===== config.mk =====
export PLATFORM = sky130hd
export DESIGN_NAME = intc_hwint
export DESIGN_NICKNAME = d
export VERILOG_FILES = /design/src/rtl/intc_hwint_pkg.sv /design/src/rtl/intc_hwint_prio_enc.sv /design/src/rtl/intc_hwint.sv
export SDC_FILE = /design/constraint.sdc
export NUM_CORES = 1
export LEC_CHECK = 0
export CORE_MARGIN = 5
export CORE_UTILIZATION = 37
export CTS_BUF_LIST = sky130_fd_sc_hd__clkbuf_8
export CTS_CLUSTER_SIZE = 12
export DETAILED_ROUTE_END_ITERATION = 8
export PLACE_DENSITY_LB_ADDON = 0.3
export REMOVE_ABC_BUFFERS = 1
export SYNTH_ARGS = -nofsm -noshare
export SYNTH_HDL_FRONTEND = slang
export SYNTH_HIERARCHICAL = 1
export SYNTH_SLANG_ARGS = --single-unit

===== constraint.sdc =====
create_clock -name clk -period 2.9 [get_ports clk]
set_clock_uncertainty 0.1 [all_clocks]
set_input_delay 0.435 -clock clk [delete_from_list [all_inputs] [get_ports clk]]
set_output_delay 0.435 -clock clk [all_outputs]
set_load 0.01 [all_outputs]

===== src/rtl/intc_hwint_pkg.sv =====
// Shared definitions for the intc_hwint interrupt controller: register
// offsets, INDEX register layout and the well-known source numbers.
package intc_hwint_pkg;

   // Register selected by Addr[3:2].
   typedef enum logic [1:0] {
      REG_PEND  = 2'd0,
      REG_MASK  = 2'd1,
      REG_MODE  = 2'd2,
      REG_INDEX = 2'd3
   } reg_sel_e;

   // INDEX register: bit 31 flags "some source active", low bits hold its number.
   localparam int INDEX_VALID_BIT = 31;
   localparam int IDX_W           = 3;

   // Fixed wiring of the device interrupt lines onto IRQ_In.
   localparam int SRC_TIMER0 = 0;
   localparam int SRC_TIMER1 = 1;
   localparam int SRC_EXT    = 2;

endpackage


===== src/rtl/intc_hwint_prio_enc.sv =====
// Lowest-index-wins priority encoder for the active interrupt vector.
module intc_hwint_prio_enc
   import intc_hwint_pkg::*;
#(
   parameter int N = 6
) (
   input  logic [N-1:0]     req,
   output logic             valid,
   output logic [IDX_W-1:0] idx
);

   // Scan from the top down so the lowest set bit is the last to write idx.
   always_comb begin
      valid = |req;
      idx   = '0;
      for (int i = N - 1; i >= 0; i--) begin
         if (req[i]) begin
            idx = IDX_W'(i);
         end
      end
   end

endmodule


===== src/rtl/intc_hwint.sv =====
// Interrupt controller driving CPU HWInt[15:10] as bridge device DEV2.
// Each source is edge (sticky, W1C) or level (transparent) per MODE, and is
// gated onto HWInt by MASK. Build option INTC_SYNC_EN inserts a 2-flop
// synchronizer per IRQ_In bit, needed for the asynchronous external pin.
module intc_hwint
   import intc_hwint_pkg::*;
#(
   parameter int              NSRC     = 6,
   parameter logic [NSRC-1:0] RST_MASK = '0,
   parameter logic [NSRC-1:0] RST_MODE = NSRC'(6'b000100)
) (
   input  logic            clk,
   input  logic            reset,
   input  logic [NSRC-1:0] IRQ_In,
   input  logic [31:2]     Addr,
   input  logic            WE,
   input  logic [31:0]     Din,
   output logic [31:0]     Dout,
   output logic [NSRC-1:0] HWInt
);

   logic [NSRC-1:0]  s;
   logic [NSRC-1:0]  pend_q, pend_d;
   logic [NSRC-1:0]  mask_q, mask_d;
   logic [NSRC-1:0]  mode_q, mode_d;
   logic [NSRC-1:0]  prev_q, prev_d;
   logic [NSRC-1:0]  pend_clr;
   reg_sel_e         sel;
   logic             irq_valid;
   logic [IDX_W-1:0] irq_idx;
   logic             unused_bits;

   assign sel         = reg_sel_e'(Addr[3:2]);
   assign unused_bits = ^{Addr[31:4], Din[31:NSRC]};

`ifdef INTC_SYNC_EN
   logic [NSRC-1:0] sync1_q, sync1_d;
   logic [NSRC-1:0] sync2_q, sync2_d;

   // Two-stage synchronizer chain in front of the edge/level logic.
   always_comb begin
      sync1_d = IRQ_In;
      sync2_d = sync1_q;
   end

   // Synchronizer flops, cleared with the rest of the block.
   always_ff @(posedge clk or posedge reset) begin
      if (reset) begin
         sync1_q <= '0;
         sync2_q <= '0;
      end else begin
         sync1_q <= sync1_d;
         sync2_q <= sync2_d;
      end
   end

   assign s = sync2_q;
`else
   assign s = IRQ_In;
`endif

   // Next-state for pending, mask, mode and the previous-sample register.
   // An edge-mode set overrides a same-cycle W1C; level bits just follow s.
   always_comb begin
      pend_clr = (WE && sel == REG_PEND) ? Din[NSRC-1:0] : '0;
      pend_d   = pend_q;
      mask_d   = mask_q;
      mode_d   = mode_q;
      prev_d   = s;
      for (int i = 0; i < NSRC; i++) begin
         if (mode_q[i]) begin
            pend_d[i] = (s[i] & ~prev_q[i]) | (pend_q[i] & ~pend_clr[i]);
         end else begin
            pend_d[i] = s[i];
         end
      end
      if (WE && sel == REG_MASK) begin
         mask_d = Din[NSRC-1:0];
      end
      if (WE && sel == REG_MODE) begin
         mode_d = Din[NSRC-1:0];
      end
   end

   // Register state; prev resets to 0 so a line high at release reads as an edge.
   always_ff @(posedge clk or posedge reset) begin
      if (reset) begin
         pend_q <= '0;
         mask_q <= RST_MASK;
         mode_q <= RST_MODE;
         prev_q <= '0;
      end else begin
         pend_q <= pend_d;
         mask_q <= mask_d;
         mode_q <= mode_d;
         prev_q <= prev_d;
      end
   end

   assign HWInt = pend_q & mask_q;

   intc_hwint_prio_enc #(
      .N (NSRC)
   ) u_prio_enc (
      .req   (HWInt),
      .valid (irq_valid),
      .idx   (irq_idx)
   );

   // Read mux; bits not backed by a register read as zero.
   always_comb begin
      Dout = '0;
      case (sel)
         REG_PEND:  Dout[NSRC-1:0] = pend_q;
         REG_MASK:  Dout[NSRC-1:0] = mask_q;
         REG_MODE:  Dout[NSRC-1:0] = mode_q;
         REG_INDEX: begin
            Dout[INDEX_VALID_BIT] = irq_valid;
            Dout[IDX_W-1:0]       = irq_idx;
         end
         default:   Dout = '0;
      endcase
   end

endmodule


==> impl_results.rst, run 1 <==
.. list-table::
   :header-rows: 1

   * - Metric
     - Value
   * - Outcome
     - complete, no violations
   * - Antenna violations before repair
     - 0
   * - Count of max-cap constraint violations
     - 0
   * - Final cycle utilization of the critical path
     - 93.1%
   * - Ys Warns
     - 6
   * - Sequential fraction of the synthesis area
     - 43.7%
   * - Vertical extent of the die
     - 71.0 um
   * - Die Width
     - 71.0 um
   * - Arrival time worst endpoint
     - 2.17 ns
   * - Largest net degree at the start of global routing
     - 25
   * - Top cell type by total area after synthesis
     - dfrtp_1
   * - Min cycle time layout
     - 2.70 ns
   * - CTS tree
     - done
   * - Cell leakage power
     - 0.000739 uW
   * - Top-Level Pins
     - 109
   * - Wire length of the first global-routing pass
     - 4.36 mm
   * - Clock tree sinks
     - 24
   * - Number of instances in the synthesized netlist
     - 113
   * - Number of nets in the finished design
     - 216
   * - Area of the placeable core
     - 0.00363 mm^2
   * - Synthesized area divided by synthesized cell count
     - 12.2 um^2
   * - Clock slew at the register clock pins of the worst setup and hold paths
     - 0.08 ns
   * - Worst endpoint required time
     - 2.37 ns
   * - Worst hold slack after final layout
     - 0.433 ns
   * - Worst-path maximum fanout
     - 5
   * - RSZ-0062 raised after global routing
     - false
   * - ANT nets after route
     - 0
   * - Buffer type at the clock tree root
     - clkbuf_8
   * - Logic gate share of total power
     - 30.7%
   * - Area fraction of the dominant cell type after synthesis
     - 41.8%
   * - Proportion of layout cells with a drive suffix above 1
     - 16.7%
   * - Routability congestion estimate from global placement
     - 0.706
   * - Highest attainable clock frequency
     - 0.370 GHz
   * - Routed vias
     - 916
   * - Number of buffers inserted by hold repair at cts
     - 0
   * - Netlist area before placement
     - 0.00138 mm^2
   * - Number of distinct library cells after synthesis
     - 24
   * - Crit Path Class
     - flip-flop to output pin
   * - TritonCTS Buffers
     - 3
   * - Leading cell type in the layout, fill and taps excluded
     - clkdlybuf4s50_1
   * - Detailed Routing Iterations Pass 1
     - 4
   * - Main area contributors after synthesis
     - dfrtp_1, buf_4, mux2_2
   * - # DRC
     - 0
   * - Commonest cells after routing, fill and taps aside
     - clkdlybuf4s50_1, conb_1, dfrtp_1, mux2_2
   * - Die area
     - 0.00504 mm^2
   * - ANT cells
     - 0
   * - Area grow syn2layout
     - 22.5%
   * - Via count of the first global-routing pass
     - 901
   * - Initial core utilization
     - 37.9%
   * - Startpoint type of the worst setup path
     - flip-flop
   * - Switching share of total power
     - 27.9%
   * - Seq cells post-synth
     - 24
   * - Worst hold path startpoint
     - mask_q[1]
   * - Number of max-slew violations in the final report
     - 0
   * - Cell area power density
     - 555 mW/mm^2
   * - Setup Buffers After CTS
     - 0
   * - Standard-cell row count
     - 22
   * - Worst vdd ir
     - 0.245 mV
   * - Net Switching
     - 261 uW
   * - Overall track demand over capacity in global routing
     - 10.8%
   * - Crit path capture type
     - output pin
   * - Largest buffer count on any clock path
     - 2
   * - Total wire length
     - 2.63 mm
   * - Number of input and output port buffers inserted
     - 29
   * - Min-Delay Path Class
     - flip-flop to flip-flop
   * - Critical R2R Launch
     - mode_q[2]
   * - Latest clock arrival within the worst-skew pair
     - 0.26 ns
   * - Worst setup path startpoint
     - pend_q[1]
   * - Total count of hold-check failures in the final report
     - 0
   * - Mean routed wirelength per cell
     - 13.7 um
   * - Final setup TNS
     - 0 ns
   * - Worst-margin pin slew
     - 0.916 ns
   * - Via density per instance
     - 4.77
   * - Maximum level of the CTS H-tree
     - 1
   * - DRC marker count from the first detailed-route iteration
     - 20
   * - Setup violators final
     - 0
   * - Int Pwr
     - 675 uW
   * - Clock share of power
     - 23.8%
   * - Global-route congestion overflow total
     - 0
   * - Max transition margin
     - 38.8%
   * - Sequential fraction of design power
     - 45.4%
timing repair:
item | CTS | global route
setup endpoints to repair | 1 | 1
resized for setup | 1 | 1
endpoints found under the hold margin | 0 | 0
cells in the mapped netlist:
| library cell | n |
|---|---|
| a221oi_1 | 1 |
| a32o_1 | 6 |
| and2_1 | 6 |
| and3_1 | 1 |
| buf_4 | 25 |
| buf_6 | 2 |
| clkbuf_2 | 1 |
| conb_1 | 1 |
| dfrtp_1 | 23 |
| dfstp_2 | 1 |
| inv_1 | 2 |
| mux2_2 | 12 |
| mux2i_1 | 3 |
| mux4_2 | 3 |
| nand2_1 | 6 |
| nand2b_1 | 1 |
| nand3b_4 | 2 |
| nand4bb_1 | 6 |
| nor2_1 | 4 |
| nor2b_1 | 1 |
| nor3_1 | 1 |
| o2bb2ai_1 | 3 |
| or3_1 | 1 |
| or4_1 | 1 |
registers in the layout (all words and copies together), names as in the netlist:
register  cells
pend_q        6
mask_q        6
mode_q        6
prev_q        6
worst max-delay path: stages, from the launching register on:
cell,delay (ns)
dfrtp_1,0.40
and2_1,0.22
or4_1,0.53
or3_1,0.31
and3_1,0.18
dlygate4sd2_1,0.28
metrics by stage:
| step | power (uW) | utilization (%) | cells | instance area [um^2] | setup WS [ns] |
|---|---|---|---|---|---|
| final | 936 | 46.4 | 192 | 1690 | 0.199 |
| after global routing | 996 | 46.4 | 192 | 1690 | 0.0819 |
| after CTS | 948 | 46.3 | 192 | 1680 | 0.0765 |
| after global placement | 719 | 44.8 | 188 | 1630 | 0.251 |
| after detailed placement | 726 | 44.8 | 188 | 1630 | 0.251 |
| after floorplan | 585 | - | 109 | 1250 | 0.758 |
power by group through the flow:
stage	registers [uW]	clock network (uW)	logic, uW
4_1_cts	425	229	294
3_5_place_dp	432	0	294
2_1_floorplan	421	0	164
5_1_grt	435	244	317
6_report	425	223	288
3_3_place_gp	429	0	291
worst paths after layout:
| check | endpoint | slack, ns | cells past startpoint |
|---|---|---|---|
| setup / recovery | Dout[31] | 0.20 | 5 |
| hold / removal | mask_q[1] | 0.43 | 1 |
| setup reg to reg | pend_q[2] | 1.89 | 2 |
| hold reg to reg | mask_q[1] | 0.43 | 1 |
| max in group asynchronous | mode_q[5] | 1.57 | 2 |
| min in group asynchronous | pend_q[2] | 0.57 | 2 |
cell families (layout without fill, tap and decap cells):
kind of cell,Yosys count,after routing,share of synthesized area [%]
other,1,25,0.272
buffers and inverters,30,37,16.2
AND/OR/NAND/NOR,30,30,16.0
multiplexers,18,18,16.9
flip-flops,24,24,43.7
AO/OA/AOI/OAI,10,10,6.91
final cells by class:
cell class / instances / area, um^2
Clock buffer: 4 / 55.1
Tap cell: 48 / 60.1
Inverter: 2 / 7.51
Sequential cell: 24 / 602
Fill cell: 339 / 1950
Multi-Input combinational cell: 83 / 642
Timing Repair Buffer: 31 / 319
per-layer routing:
metal,wire [um],vias to the layer above,global-route usage [%]
li1,-,424,-
met1,1100,447,13.8
met2,1250,43,17.6
met3,266,2,3.13
met4,13,0,3.13
met5,0,-,0
(Power assumes the default switching activity.)
==> inputs of run 2 (changes only) <==
--- a/config.mk
+++ b/config.mk
@@ -6,11 +6,12 @@
 export NUM_CORES = 1
 export LEC_CHECK = 0
 export CORE_MARGIN = 5
-export CORE_UTILIZATION = 37
+export CORE_UTILIZATION = 45
 export CTS_BUF_LIST = sky130_fd_sc_hd__clkbuf_8
 export CTS_CLUSTER_SIZE = 12
 export DETAILED_ROUTE_END_ITERATION = 8
-export PLACE_DENSITY_LB_ADDON = 0.3
+export DONT_BUFFER_PORTS = 1
+export PLACE_DENSITY = 0.59
 export REMOVE_ABC_BUFFERS = 1
 export SYNTH_ARGS = -nofsm -noshare
 export SYNTH_HDL_FRONTEND = slang
==> run 2 against run 1 <==
Design area is 19% lower. Power is 2.8% lower. Via count is 13% lower. Worst hold slack worse by 0.35 ns. Count of clock-buffer cells in the layout is 1 lower. Non-clock buffer count is 31 lower. Combinational power is 34% lower. Register-to-register slack hardly changed. Setup slack better by 0.15 ns. Sequential cell count stayed put. Global-route usage is 1.6 points higher. First-iteration DRC count is 50% higher.
==> impl_results.rst, run 2 (synthesized netlist as in run 1, its figures left out) <==
.. list-table::
   :header-rows: 1

   * - Metric
     - Value
   * - Clock slew at the register clock pins of the worst setup and hold paths
     - 0.09 ns (about the same)
   * - Area grow syn2layout
     - -0.909%
   * - Area of all placed cells without fillers
     - 0.00136 mm^2 (-19%)
   * - Worst endpoint required time
     - 2.37 ns (about the same)
   * - Crit path capture type
     - output pin
   * - Standard-cell row count
     - 20 (-9.1%)
   * - Overall track demand over capacity in global routing
     - 12.3% (+1.6 points)
   * - Worst-margin pin slew
     - 0.919 ns (+0.00286 ns)
   * - Final cycle utilization of the critical path
     - 87.8% (-5.3 points)
   * - Total wire length
     - 2.59 mm (-1.4%)
   * - Area of the placeable core
     - 0.00300 mm^2 (-17%)
   * - Wire length of the first global-routing pass
     - 3.95 mm (-9.5%)
   * - FILL cells
     - 283 (-17%)
   * - Via count of the first global-routing pass
     - 766 (-15%)
   * - # DRC
     - 0 (unchanged)
   * - Vertical extent of the die
     - 65.3 um (-8.0%)
   * - Outcome
     - complete, no violations
   * - Top-Level Pins
     - 109 (unchanged)
   * - TritonCTS Buffers
     - 3 (unchanged)
   * - Latest clock arrival within the worst-skew pair
     - 0.26 ns (about the same)
   * - Detailed Routing Iterations Pass 1
     - 4 (unchanged)
   * - Number of buffers inserted by hold repair at cts
     - 0 (unchanged)
   * - CTS tree
     - done
   * - Min cycle time layout
     - 2.55 ns (-0.153 ns)
   * - DRC marker count from the first detailed-route iteration
     - 30 (+50%)
   * - Mean routed wirelength per cell
     - 17.7 um (+30%)
   * - ANT nets after route
     - 0 (unchanged)
   * - Setup violators final
     - 0 (unchanged)
   * - Pre-CTS WS
     - 0.646 ns (+0.394 ns)
   * - Maximum level of the CTS H-tree
     - 1 (unchanged)
   * - Highest attainable clock frequency
     - 0.393 GHz (+6.0%)
   * - RSZ-0062 raised after global routing
     - false
   * - Global-route congestion overflow total
     - 0 (unchanged)
   * - Buffer type at the clock tree root
     - clkbuf_8
   * - Final setup TNS
     - 0 ns (unchanged)
   * - Via density per instance
     - 5.45 (+14%)
   * - Number of nets in the finished design
     - 185 (-14%)
   * - Number of input and output port buffers inserted
     - 0 (-100%)
   * - Min-Delay Path Class
     - input pin to flip-flop
   * - Arrival time worst endpoint
     - 2.01 ns (-0.16 ns)
   * - Initial core utilization
     - 45.8% (+8.0 points)
   * - Placed cell area
     - 0.00129 mm^2 (-21%)
   * - Cells resized by post-CTS repair
     - 0 (-1)
   * - Clock tree sinks
     - 24 (unchanged)
   * - Proportion of layout cells with a drive suffix above 1
     - 19.5% (+2.8 points)
   * - Die Width
     - 65.3 um (-8.0%)
   * - Startpoint type of the worst setup path
     - flip-flop
   * - Leading cell type in the layout, fill and taps excluded
     - conb_1
   * - Worst-path maximum fanout
     - 4 (-1)
   * - Sum of net half-perimeters after detailed placement
     - 1.90 mm
   * - Antenna violations before repair
     - 0 (unchanged)
   * - Count of max-cap constraint violations
     - 0 (unchanged)
   * - Routability congestion estimate from global placement
     - 0.758 (+7.3%)
   * - Max transition margin
     - 38.6% (-0.19 points)
   * - Largest net degree at the start of global routing
     - 25 (unchanged)
   * - Commonest cells after routing, fill and taps aside
     - conb_1, dfrtp_1, mux2_2
   * - ANT cells
     - 0 (unchanged)
   * - Crit Path Class
     - flip-flop to output pin
   * - Number of max-slew violations in the final report
     - 0 (unchanged)
   * - Worst vdd ir
     - 0.414 mV (+69%)
   * - Routed vias
     - 795 (-13%)
   * - Setup Buffers After CTS
     - 0 (unchanged)
   * - Cell area power density
     - 667 mW/mm^2 (+20%)
   * - Largest buffer count on any clock path
     - 2 (unchanged)
   * - Cell leakage power
     - 0.000607 uW (-18%)
   * - Total count of hold-check failures in the final report
     - 0 (unchanged)
   * - Die area
     - 0.00426 mm^2 (-15%)
   * - Final critical-path setup slack
     - 0.352 ns (+0.153 ns)
   * - Setup slack of the worst register-to-register path
     - 1.89 ns (about the same)
run 2: metal layers:
layer  up-vias  global-route usage, %  routed length [um]
met1       393                   14.0                1030
met5         -                      0                   0
li1        357                      -                   -
met4         0                   2.33                  11
met2        43                   20.9                1260
met3         2                   6.15                 287
run 2: layout make-up:
type,count,area (um^2),share of cell area [%]
multi-input combinational,83,642,47.1
clock buffer,3,41.3,3.03
sequential,24,602,44.1
inverter,2,7.51,0.550
clock inverter,1,30.0,2.20
tap,33,41.3,3.03
run 2: power by group:
group	leakage, uW	internal (uW)	total, uW	switching, uW
combinational	0.000291	89.1	189	99.5
sequential	0.000280	388	427	38.5
clock	0.0000357	185	295	110
total	0.000607	662	910	248
run 2: path summary, 6_finish.rpt:
path | from | endpoint | cells after the start
max | pend_q[0] | Dout[31] | 4
min | IRQ_In[5] | prev_q[5] | 0
max reg2reg | mode_q[2] | pend_q[2] | 2
min reg2reg | mask_q[1] | mask_q[1] | 1
max in group asynchronous | reset | mode_q[1] | 1
min in group asynchronous | reset | mask_q[2] | 1
run 2: stage by stage:
step	power (uW)	std cells	hold slack [ns]	utilization [%]
floorplan	585	109	0.349	-
global placement	617	142	0.367	43.0
detailed placement	623	142	0.367	43.0
CTS	917	146	0.0763	45.4
global route	961	146	0.0553	45.4
finish	910	146	0.0816	45.4
run 2: worst max-delay path, cell delays in order, from the launching register on:
cell	delay, ns
dfrtp_1	0.40
and2_1	0.24
or4_1	0.56
or3_1	0.32
and3_1	0.22
